$ cat src/rtl/busca_pkg.sv
// Shared definitions for the instruction fetch unit: FSM encoding and reset constants.
// BUSCA_TIMEOUT_EN adds the ERRO state and the fetch-timeout limit.
package busca_pkg;

`ifdef BUSCA_TIMEOUT_EN
    typedef enum logic [1:0] {
        OCIOSO  = 2'd0,
        BUSCA   = 2'd1,
        ENTREGA = 2'd2,
        ERRO    = 2'd3
    } estado_t;
`else
    typedef enum logic [1:0] {
        OCIOSO  = 2'd0,
        BUSCA   = 2'd1,
        ENTREGA = 2'd2
    } estado_t;
`endif

    localparam logic [7:0] PC_RESET    = 8'h00;
    localparam logic [7:0] INSTR_NOP   = 8'h00;
    localparam logic [3:0] TIMEOUT_MAX = 4'd15;

endpackage

$ cat src/rtl/contador_pc.sv
// Program counter register with increment / taken-branch select.
module contador_pc
    import busca_pkg::*;
(
    input  logic       clk,
    input  logic       reset,
    input  logic       carrega,
    input  logic       desvia,
    input  logic [7:0] alvo,
    output logic [7:0] pc
);

    logic [7:0] pc_q, pc_d;

    always_comb begin
        pc_d = pc_q;
        if (carrega) begin
            // 8-bit add wraps 0xFF to 0x00
            pc_d = desvia ? alvo : pc_q + 8'd1;
        end
    end

    always_ff @(posedge clk or posedge reset) begin
        if (reset) begin
            pc_q <= PC_RESET;
        end else begin
            pc_q <= pc_d;
        end
    end

    assign pc = pc_q;

endmodule

$ cat src/rtl/unidade_busca.sv
// Instruction fetch unit: single outstanding fetch, hands one instruction at a time to controleUnit.
// Define BUSCA_TIMEOUT_EN to enable the fetch-timeout counter and the sticky ERRO state.
module unidade_busca
    import busca_pkg::*;
(
    input  logic       clk,
    input  logic       reset,
    output logic [7:0] mem_addr,
    output logic       mem_req,
    input  logic       mem_ack,
    input  logic [7:0] mem_data,
    output logic [7:0] instru,
    output logic       instru_valida,
    input  logic       escritaPC,
    input  logic       pula,
    input  logic       comparador,
    input  logic [7:0] alvo,
    output logic [7:0] pc,
    output logic       erro_busca
);

    estado_t    estado_q, estado_d;
    logic [7:0] instru_q;
    logic       carrega;

    assign carrega = (estado_q == ENTREGA) && escritaPC;

    contador_pc u_contador_pc (
        .clk     (clk),
        .reset   (reset),
        .carrega (carrega),
        .desvia  (pula & comparador),
        .alvo    (alvo),
        .pc      (pc)
    );

`ifdef BUSCA_TIMEOUT_EN
    logic [3:0] espera_q, espera_d;

    // Counts consecutive BUSCA cycles without an ack; cleared whenever BUSCA is left or acked.
    assign espera_d = ((estado_q == BUSCA) && !mem_ack) ? espera_q + 4'd1 : 4'd0;

    always_ff @(posedge clk or posedge reset) begin
        if (reset) begin
            espera_q <= 4'd0;
        end else begin
            espera_q <= espera_d;
        end
    end
`endif

    always_ff @(posedge clk or posedge reset) begin
        if (reset) begin
            estado_q <= OCIOSO;
            instru_q <= INSTR_NOP;
        end else begin
            estado_q <= estado_d;
            if ((estado_q == BUSCA) && mem_ack) begin
                instru_q <= mem_data;
            end
        end
    end

    always_comb begin
        estado_d = estado_q;
        unique case (estado_q)
            OCIOSO:  estado_d = BUSCA;
            BUSCA: begin
                if (mem_ack) begin
                    estado_d = ENTREGA;
                end
`ifdef BUSCA_TIMEOUT_EN
                // The 15th unanswered cycle gives up
                else if (espera_q == TIMEOUT_MAX - 4'd1) begin
                    estado_d = ERRO;
                end
`endif
            end
            ENTREGA: begin
                if (escritaPC) begin
                    estado_d = BUSCA;
                end
            end
            default: estado_d = estado_q;
        endcase
    end

    always_comb begin
        mem_req       = (estado_q == BUSCA);
        mem_addr      = pc;
        instru_valida = (estado_q == ENTREGA);
        instru        = instru_q;
`ifdef BUSCA_TIMEOUT_EN
        erro_busca    = (estado_q == ERRO);
        if (estado_q == ERRO) begin
            instru = INSTR_NOP;
        end
`else
        erro_busca    = 1'b0;
`endif
    end

endmodule

$ cat config.mk
export PLATFORM = sky130hd
export DESIGN_NAME = unidade_busca
export DESIGN_NICKNAME = d
export VERILOG_FILES = /design/src/rtl/busca_pkg.sv /design/src/rtl/contador_pc.sv /design/src/rtl/unidade_busca.sv
export SDC_FILE = /design/constraint.sdc
export NUM_CORES = 1
export LEC_CHECK = 0
export ABC_AREA = 0
export CELL_PAD_IN_SITES_DETAIL_PLACEMENT = 1
export CELL_PAD_IN_SITES_GLOBAL_PLACEMENT = 1
export CORE_ASPECT_RATIO = 1.75
export CORE_MARGIN = 5
export CORE_UTILIZATION = 33
export CTS_BUF_LIST = sky130_fd_sc_hd__clkbuf_4
export DETAILED_ROUTE_END_ITERATION = 10
export GPL_ROUTABILITY_DRIVEN = 0
export MAX_ROUTING_LAYER = met4
export PLACE_DENSITY = 0.93
export SLEW_MARGIN = 10
export SYNTH_ARGS = -nofsm -noshare
export SYNTH_HDL_FRONTEND = slang
export SYNTH_SLANG_ARGS = --single-unit
$ cat constraint.sdc
create_clock -name clk -period 3.05 [get_ports clk]
set_input_delay 0.61 -clock clk [delete_from_list [all_inputs] [get_ports clk]]
set_output_delay 0.61 -clock clk [all_outputs]
set_load 0.01 [all_outputs]
Word-level counts from Yosys, hierarchy flattened:

Index checks and enable logic that the tools add are counted.

* add/sub/neg operators: 1
* $mul: 0
* divide/modulo/power cells: 0
* magnitude comparators: 0
* equal/unequal tests: 4
* shifts and indexed selects: 0
* muxes and demuxes: 4
* bitwise gates (word level): 1
* reduce and logical (&&, ||, !) cells: 5

Operators by type and width (number)
* $add A8 B1 Y8 const B: 1
* $mux W8: 1
* $pmux W2 S3: 1
* $mux W2: 2
* $ne A2 B1 Y1 const B: 2
* $reduce_and A3 Y1: 1
* $reduce_bool A3 Y1: 1
* $eq A2 B1 Y1 const B: 1
* $eq A2 B2 Y1 const B: 1
* $logic_and A1 B1 Y1: 2
* $logic_not A2 Y1: 1
* $and A1 B1 Y1: 1

* register bits: 18
* bits in latches: 0
* memory bits (writable): 0
* memory bits (read-only): 0
* output and inout port bits: 27
* word-level logic and storage cells: 18
* memories: 0

Logic depth before layout (Yosys ltp):

Gate-level depths: netlist of the first run.

* depth in word-level cells: 3
* depth in mapped cells: 5
* gate-level depth less buffers: 4

Modules after synthesis:

A second synthesis of the first run with hierarchy kept.

* cells, all modules: 96
* area total of the unflattened synthesis: 1001.0 um2

Modules (own cells, without submodules)
* contador_pc: instances 1, cells each 58, area each 516.7 um2, sequential area each 200.2 um2
* unidade_busca: instances 1, cells each 38, area each 484.2 um2, sequential area each 250.2 um2

Worst setup path before layout of the first run:

OpenSTA, ideal clock, no wires.

* path type: input-to-reg
* start: input pula
* end: register u_contador_pc.pc_q[7], in the netlist u_contador_pc.pc[7]
* data arrival time: 1.383 ns
* slack: 1.533 ns
* stages on the path: 5
* path buffers: 2
* cell sequence: buf_2 -> and2_1 -> buf_2 -> nor4_1 -> a211oi_1

* cells in the longest elaborated chain, start to end: 2

Ends and longest elaborated chain
* start: declaration: RTL line unidade_busca.sv:15 `input logic pula,`
* $and A1 B1 Y1: RTL line unidade_busca.sv:32 `.desvia (pula & comparador),`
* $mux W8: RTL line contador_pc.sv:19 `pc_d = desvia ? alvo : pc_q + 8'd1;`
* end signal: assignment: RTL line contador_pc.sv:27 `pc_q <= pc_d;`
* end: declaration: RTL line contador_pc.sv:13 `logic [7:0] pc_q, pc_d;`

No other way between the ends.
A chain may end at the register's enable or synchronous reset.

Worst setup path after layout of the first run:

* start: register estado_q[1]
* end: output instru_valida

* cells in the longest elaborated chain, start to end: 1

Ends and longest elaborated chain
* start: declaration: RTL line unidade_busca.sv:22 `estado_t estado_q, estado_d;`
* start signal: assignment: RTL line unidade_busca.sv:57 `estado_q <= estado_d;`
* $eq A2 B2 Y1: RTL line unidade_busca.sv:91 `instru_valida = (estado_q == ENTREGA);`
* end: declaration: RTL line unidade_busca.sv:13 `output logic instru_valida,`

No other way between the ends.

==> flow_summary_export.csv, run 1 <==
group,metric,value,unit
yosys,ys.flop_type,"dfrtp_1",
route,avgViaCountPerCell,5.49,
pwr,power,1.19,mW
timing,timing.final.crit_share,70.6,%
cts,ctsHoldBuffers,0,
global_route,grt_pass1_wl,4.93,mm
route,drtPass1Iterations,4,
final_layout,final_cells,162,
timing,min_period,2.15,ns
yosys,syn_area,0.00101,mm²
yosys,yosysTopAreaCell,"dfrtp_1",
yosys,syn-instance-count,96,
timing,skew,0.00125,ns
cts,htreeDepth,1,
route,num_vias,890,
critical_path,worst-path-stages,2,
timing,rsz0062_at_grt,"no",
yosys,syn_nets,119,
timing,hold_viol_final,0,
pwr,power.static_leakage,0.595,nW
pwr,seqPwrFrac,37.5,%
cts,clk_pin_slew_worst_paths,0.10,ns
yosys,synth_top_area_share,44.4,%
die,fp.coreArea,0.00293,mm²
die,io_pins,49,
route,routed_wl,3.05,mm
timing,timing.hold.ws,0.522,ns
final_layout,final_common_cell,"clkdlybuf4s50_1",
critical_path,reg2reg_to,"u_contador_pc.pc[6]",
die,die_h,83.4,µm
yosys,ys_top_cells_by_area,"dfrtp_1, mux2_2, buf_4",
timing,slew_violations,0,
route,drcViolationCount,0,
critical_path,rr_startpoint,"u_contador_pc.pc[0]",
die,initial_core_util,34.7,%
yosys,synth_fa_ha_area_share,1.23,%
cts,clk_latency,0.30,ns
final_layout,antenna_cells,0,
critical_path,critPathMaxFanout,6,
cts,numCtsBuffers,3,
global_route,grt_pass1_vias,1017,
yosys,synth-compound-area-share,14.7,%
critical_path,slowest_delay,0.57,ns
final_layout,drive_gt1_share,10.4,%
final_layout,final_nets,158,
cts,root_buffer,"clkbuf_4",
yosys,synth-xor-area-share,0,%
cts,numClockSinks,18,
die,rows,26,
flow_run,cap_violations,0,
yosys,yosysWarnings,0,
yosys,synthSimpleGateAreaFrac,14.4,%
yosys,avgSynthCellArea,10.6,µm²
pwr,clkPwrFrac,10.4,%
placed_design,dpl.cell_count,158,
critical_path,path_cells,"nor2b_1, clkdlybuf4s50_1",
route,drt_iter0_markers,23,
yosys,ys_seq_area_share,44.4,%
global_route,grt_max_degree,19,
hold_path,holdPathStages,1,
timing,tns,0,ns
final_layout,final_cell_mix,"clkdlybuf4s50_1, dfrtp_1, mux2_2, a21oi_1",
global_route,antenna_found_initial,0,
die,die_width,51.9,µm
timing,maxSlewHeadroom,53.4,%
critical_path,crit_end,"instru_valida",
critical_path,cp.arrival,1.54,ns
global_route,grt_usage,15.5,%
pwr,netSwitchingFraction,36.2,%
yosys,synthMuxAreaShare,13.8,%
critical_path,cp_num_buf_inv,1,
cts,postCtsResizedCells,0,
status,status,"complete, no violations",
route,detail_route.wl_per_cell,18.8,µm
die,die_area,0.00433,mm²
pwr,peakVddDrop,0.436,mV
placed_design,dpl.hpwl,2.52,mm
pwr,p_sw,0.431,mW
pwr,pwr-share-comb,52.1,%
timing,finalSetupViolations,0,
yosys,async_flop_share,100,%
critical_path,crit_path_end_kind,"primary output",
placed_design,portBuffers,47,
cts,cts_setup_buffers,0,
cts,cts_tree,"done",
global_route,overflow,0,
critical_path,worst-setup-path-type,"reg2out",
critical_path,cp.required,2.44,ns
pwr,powerDensity,819,mW/mm²
yosys,synth_cell_types,32,
cts,cts_max_path_buffers,2,
hold_path,hp-class,"reg2reg",
route,route.antenna.remaining_nets,0,
timing,fmax,464,MHz
critical_path,ff2ff_path_depth,4,
critical_path,crit_path_start_kind,"register",
pwr,intPower,0.759,mW
final_layout,synthToLayoutAreaGrowth,43.2,%
critical_path,startpoint,"estado_q[1]",
yosys,synth_top_family_by_area,"compound AO/OA/AOI/OAI gates",
yosys,synth_seq_cells,18,
critical_path,r2r_slack,1.66,ns
critical_path,crit_slowest_cell,"clkdlybuf4s50_1",
critical_path,crit_family,"buffers and inverters",
timing,worst_pin_slew,0.698,ns
final_layout,post-route-util,49.6,%
yosys,synth_edf_count,0,
## cells in the mapped netlist (all sizes together) (2+ instances only)
master	instances
nand2	4
a21oi	7
nand3	2
mux2	8
o21ai	4
inv	5
buf	13
nor2	3
nand3b	4
dfrtp	18
a22oi	3
and3	3
o2bb2ai	2
mux2i	5
a311oi	2
## worst reg2reg max path, stage by stage (launching register included)
cell,delay [ns]
dfrtp_1,0.47
ha_1,0.25
and3_1,0.19
a311oi_1,0.27
a311oi_1,0.08
## registers in the layout, summed over array words and instances (netlist names)
name / cells
u_contador_pc.pc: 8
estado_q: 2
instru: 8
## cell families after synthesis
group	Yosys count
buf+inv	18
compound gates	23
mux	13
other cells	1
simple gates	22
fa+ha+maj	1
flops	18
## worst min-delay path by stage
stage               from          end  slack [ns]
6_report       instru[1]    instru[1]        0.52
5_1_grt        instru[4]    instru[4]        0.55
4_1_cts        instru[0]    instru[0]        0.53
3_5_place_dp   instru[1]    instru[1]        0.50
3_3_place_gp   instru[4]    instru[4]        0.49
2_1_floorplan      reset  estado_q[0]        0.55
## per-stage QoR
step                area (µm²)  worst slack (ns)
global route              1450             0.814
floorplan                 1010              1.53
global placement          1430              1.07
finish                    1450             0.895
detailed placement        1430             0.909
CTS                       1450             0.869
## power by group through the flow
stage	sequential [mW]	clock, mW	combinational, mW
floorplan	0.469	0	0.288
global route	0.467	0.143	0.663
global placement	0.441	0	0.606
detailed placement	0.454	0	0.628
finish	0.446	0.124	0.620
CTS	0.449	0.131	0.633
## routing by layer
metal | global-route usage [%] | routed length, µm
met1 | 15.5 | 1020
met2 | 26.5 | 1680
met4 | 7.64 | 105
met3 | 4.48 | 249
met5 | - | 0
## final cells by class
| cell class | count | area, µm² |
|---|---|---|
| clock buffer | 3 | 22.5 |
| clock inverter | 1 | 3.75 |
| fill | 326 | 1480 |
| inverter | 5 | 18.8 |
| multi-input combinational | 60 | 452 |
| sequential | 18 | 450 |
| tap | 28 | 35.0 |
| timing repair buffer | 47 | 470 |
No activity file was read; power rests on OpenSTA's default activity.
==> run 2, diff against run 1 <==
--- a/config.mk
+++ b/config.mk
@@ -10,12 +10,12 @@
 export CELL_PAD_IN_SITES_GLOBAL_PLACEMENT = 1
 export CORE_ASPECT_RATIO = 1.75
 export CORE_MARGIN = 5
-export CORE_UTILIZATION = 33
+export CORE_UTILIZATION = 27
 export CTS_BUF_LIST = sky130_fd_sc_hd__clkbuf_4
 export DETAILED_ROUTE_END_ITERATION = 10
 export GPL_ROUTABILITY_DRIVEN = 0
 export MAX_ROUTING_LAYER = met4
-export PLACE_DENSITY = 0.93
+export PLACE_DENSITY = 0.82
 export SLEW_MARGIN = 10
 export SYNTH_ARGS = -nofsm -noshare
 export SYNTH_HDL_FRONTEND = slang
==> constraint.sdc (replaced) <==
create_clock -name clk -period 1.8 [get_ports clk]
set_input_delay 0.36 -clock clk [delete_from_list [all_inputs] [get_ports clk]]
set_output_delay 0.36 -clock clk [all_outputs]
set_load 0.01 [all_outputs]
==> run 2 against run 1 <==
  * Cell count up 15%
  * Non-clock buffer count up 7
  * Sequential share of layout area down 1.4 points
  * Critical path type unchanged
  * Largest cell class unchanged
==> flow_summary_export.csv, run 2 (same netlist as run 1, synthesis figures left out) <==
group,metric,value,unit
timing,timing.final.crit_share,94.1,%
pwr,netSwitchingFraction,35.4,%
timing,slew_violations,0,
hold_path,hp-class,"in2async",
critical_path,crit_path_start_kind,"register",
final_layout,final_common_cell,"clkdlybuf4s50_1",
die,rows,29,
route,routed_wl,3.02,mm
cts,ctsHoldBuffers,0,
critical_path,cp_num_buf_inv,1,
die,io_pins,49,
critical_path,crit_end,"mem_addr[2]",
cts,clk_latency,0.29,ns
critical_path,slowest_delay,0.58,ns
die,die_h,91.1,µm
cts,numClockSinks,18,
cts,root_buffer,"clkbuf_4",
critical_path,r2r_slack,0.36,ns
critical_path,startpoint,"u_contador_pc.pc[2]",
cts,clk_pin_slew_worst_paths,0.11,ns
route,drt_iter0_markers,3,
die,initial_core_util,28.0,%
timing,finalSetupViolations,0,
global_route,grt_pass1_wl,5.02,mm
timing,fmax,591,MHz
timing,rsz0062_at_grt,"no",
pwr,clkPwrFrac,9.8,%
final_layout,post-route-util,42.1,%
final_layout,final_cell_mix,"clkdlybuf4s50_1, dfrtp_1, mux2_2, a21oi_1, buf_4",
cts,htreeDepth,1,
critical_path,path_cells,"clkdlybuf4s50_1",
critical_path,crit_family,"buffers and inverters",
placed_design,dpl.hpwl,2.59,mm
critical_path,worst-path-stages,1,
critical_path,crit_path_end_kind,"primary output",
pwr,pwr-share-comb,53.5,%
pwr,seqPwrFrac,36.7,%
final_layout,drive_gt1_share,16.3,%
route,route.antenna.remaining_nets,0,
global_route,overflow,0,
timing,min_period,1.69,ns
route,avgViaCountPerCell,4.81,
critical_path,rr_startpoint,"estado_q[0]",
route,drtPass1Iterations,2,
global_route,grt_pass1_vias,1041,
route,num_vias,899,
route,drcViolationCount,0,
cts,cts_max_path_buffers,2,
placed_design,portBuffers,47,
cts,cts_tree,"done",
die,die_width,56.3,µm
route,detail_route.wl_per_cell,16.2,µm
critical_path,cp.required,1.44,ns
timing,tns,0,ns
die,die_area,0.00513,mm²
critical_path,crit_slowest_cell,"clkdlybuf4s50_1",
critical_path,ff2ff_path_depth,4,
critical_path,reg2reg_to,"u_contador_pc.pc[5]",
critical_path,critPathMaxFanout,7,
global_route,antenna_found_initial,0,
final_layout,antenna_cells,0,
final_layout,final_nets,165,
flow_run,cap_violations,0,
global_route,grt_max_degree,19,
timing,skew,0.0137,ns
status,status,"complete, no violations",
pwr,peakVddDrop,0.600,mV
pwr,p_sw,0.717,mW
cts,numCtsBuffers,3,
critical_path,worst-setup-path-type,"reg2out",
pwr,powerDensity,1320,mW/mm²
pwr,intPower,1.31,mW
final_layout,final.fill_count,406,
die,fp.coreArea,0.00363,mm²
timing,hold_viol_final,0,
pwr,power.static_leakage,0.635,nW
final_layout,synthToLayoutAreaGrowth,50.6,%
global_route,grt_usage,12.5,%
critical_path,cp.arrival,1.33,ns
run 2: changes by cell type in the layout (fill, tap and decap cells not counted), sizes merged:
cell | previous run | this run
dlygate4sd2 | 0 | 2
clkdlybuf4s50 | 47 | 45
buf | 0 | 7
run 2: what timing repair did:
item                       4_1_cts  5_1_grt
setup buffers                    2        0
gates resized for setup          3        1
setup endpoints to repair        2        1
run 2: stage by stage:
stage	worst slack, ns	power, mW	instance area, µm²	std cells	hold slack [ns]
final	0.107	2.02	1530	187	0.374
after global routing	0.0404	2.17	1530	187	0.388
after CTS	0.0186	2.06	1530	187	0.374
after detailed placement	0.0331	1.84	1490	181	0.497
after global placement	0.0726	1.79	1490	181	0.488
after floorplan	0.513	1.28	1010	96	0.299
run 2: cell type report:
type / instances / area, µm² / area share [%]
Multi-Input combinational cell: 60 / 452 / 29.6
Sequential cell: 18 / 453 / 29.6
Clock inverter: 1 / 3.75 / 0.246
Tap cell: 46 / 57.6 / 3.77
Timing Repair Buffer: 54 / 520 / 34.1
Inverter: 5 / 18.8 / 1.23
Clock buffer: 3 / 22.5 / 1.47
run 2: worst min path at each step:
| stage | start | to | cells past startpoint |
|---|---|---|---|
| 2_1_floorplan | reset | estado_q[0] | 1 |
| 3_3_place_gp | instru[5] | instru[5] | 1 |
| 3_5_place_dp | instru[4] | instru[4] | 1 |
| 4_1_cts | reset | instru[4] | 3 |
| 5_1_grt | reset | instru[4] | 3 |
| 6_report | reset | instru[7] | 3 |
run 2: power by group through the flow:
stage	sequential, mW	clock [mW]	combinational (mW)
floorplan	0.795	0	0.489
global placement	0.750	0	1.04
detailed placement	0.765	0	1.07
CTS	0.744	0.213	1.10
global route	0.771	0.224	1.17
finish	0.742	0.199	1.08
run 2: layer usage:
layer | share of wire, % | wire length, µm | up-vias | GRT usage [%]
li1 | - | - | 424 | -
met1 | 36 | 1080 | 439 | 12.1
met2 | 59 | 1770 | 34 | 24.5
met3 | 5.4 | 163 | 2 | 2.84
met4 | 0.40 | 12 | 0 | 2.38
met5 | 0 | 0 | - | -
==> run 3, diff against run 2 <==
--- a/config.mk
+++ b/config.mk
@@ -6,12 +6,15 @@
 export NUM_CORES = 1
 export LEC_CHECK = 0
 export ABC_AREA = 0
+export CAP_MARGIN = 25
 export CELL_PAD_IN_SITES_DETAIL_PLACEMENT = 1
 export CELL_PAD_IN_SITES_GLOBAL_PLACEMENT = 1
 export CORE_ASPECT_RATIO = 1.75
 export CORE_MARGIN = 5
 export CORE_UTILIZATION = 27
 export CTS_BUF_LIST = sky130_fd_sc_hd__clkbuf_4
+export CTS_CLUSTER_DIAMETER = 120
+export CTS_CLUSTER_SIZE = 28
 export DETAILED_ROUTE_END_ITERATION = 10
 export GPL_ROUTABILITY_DRIVEN = 0
 export MAX_ROUTING_LAYER = met4
==> results of run 3 <==
Final layout, timing and power as in run 2 (identical DEF).
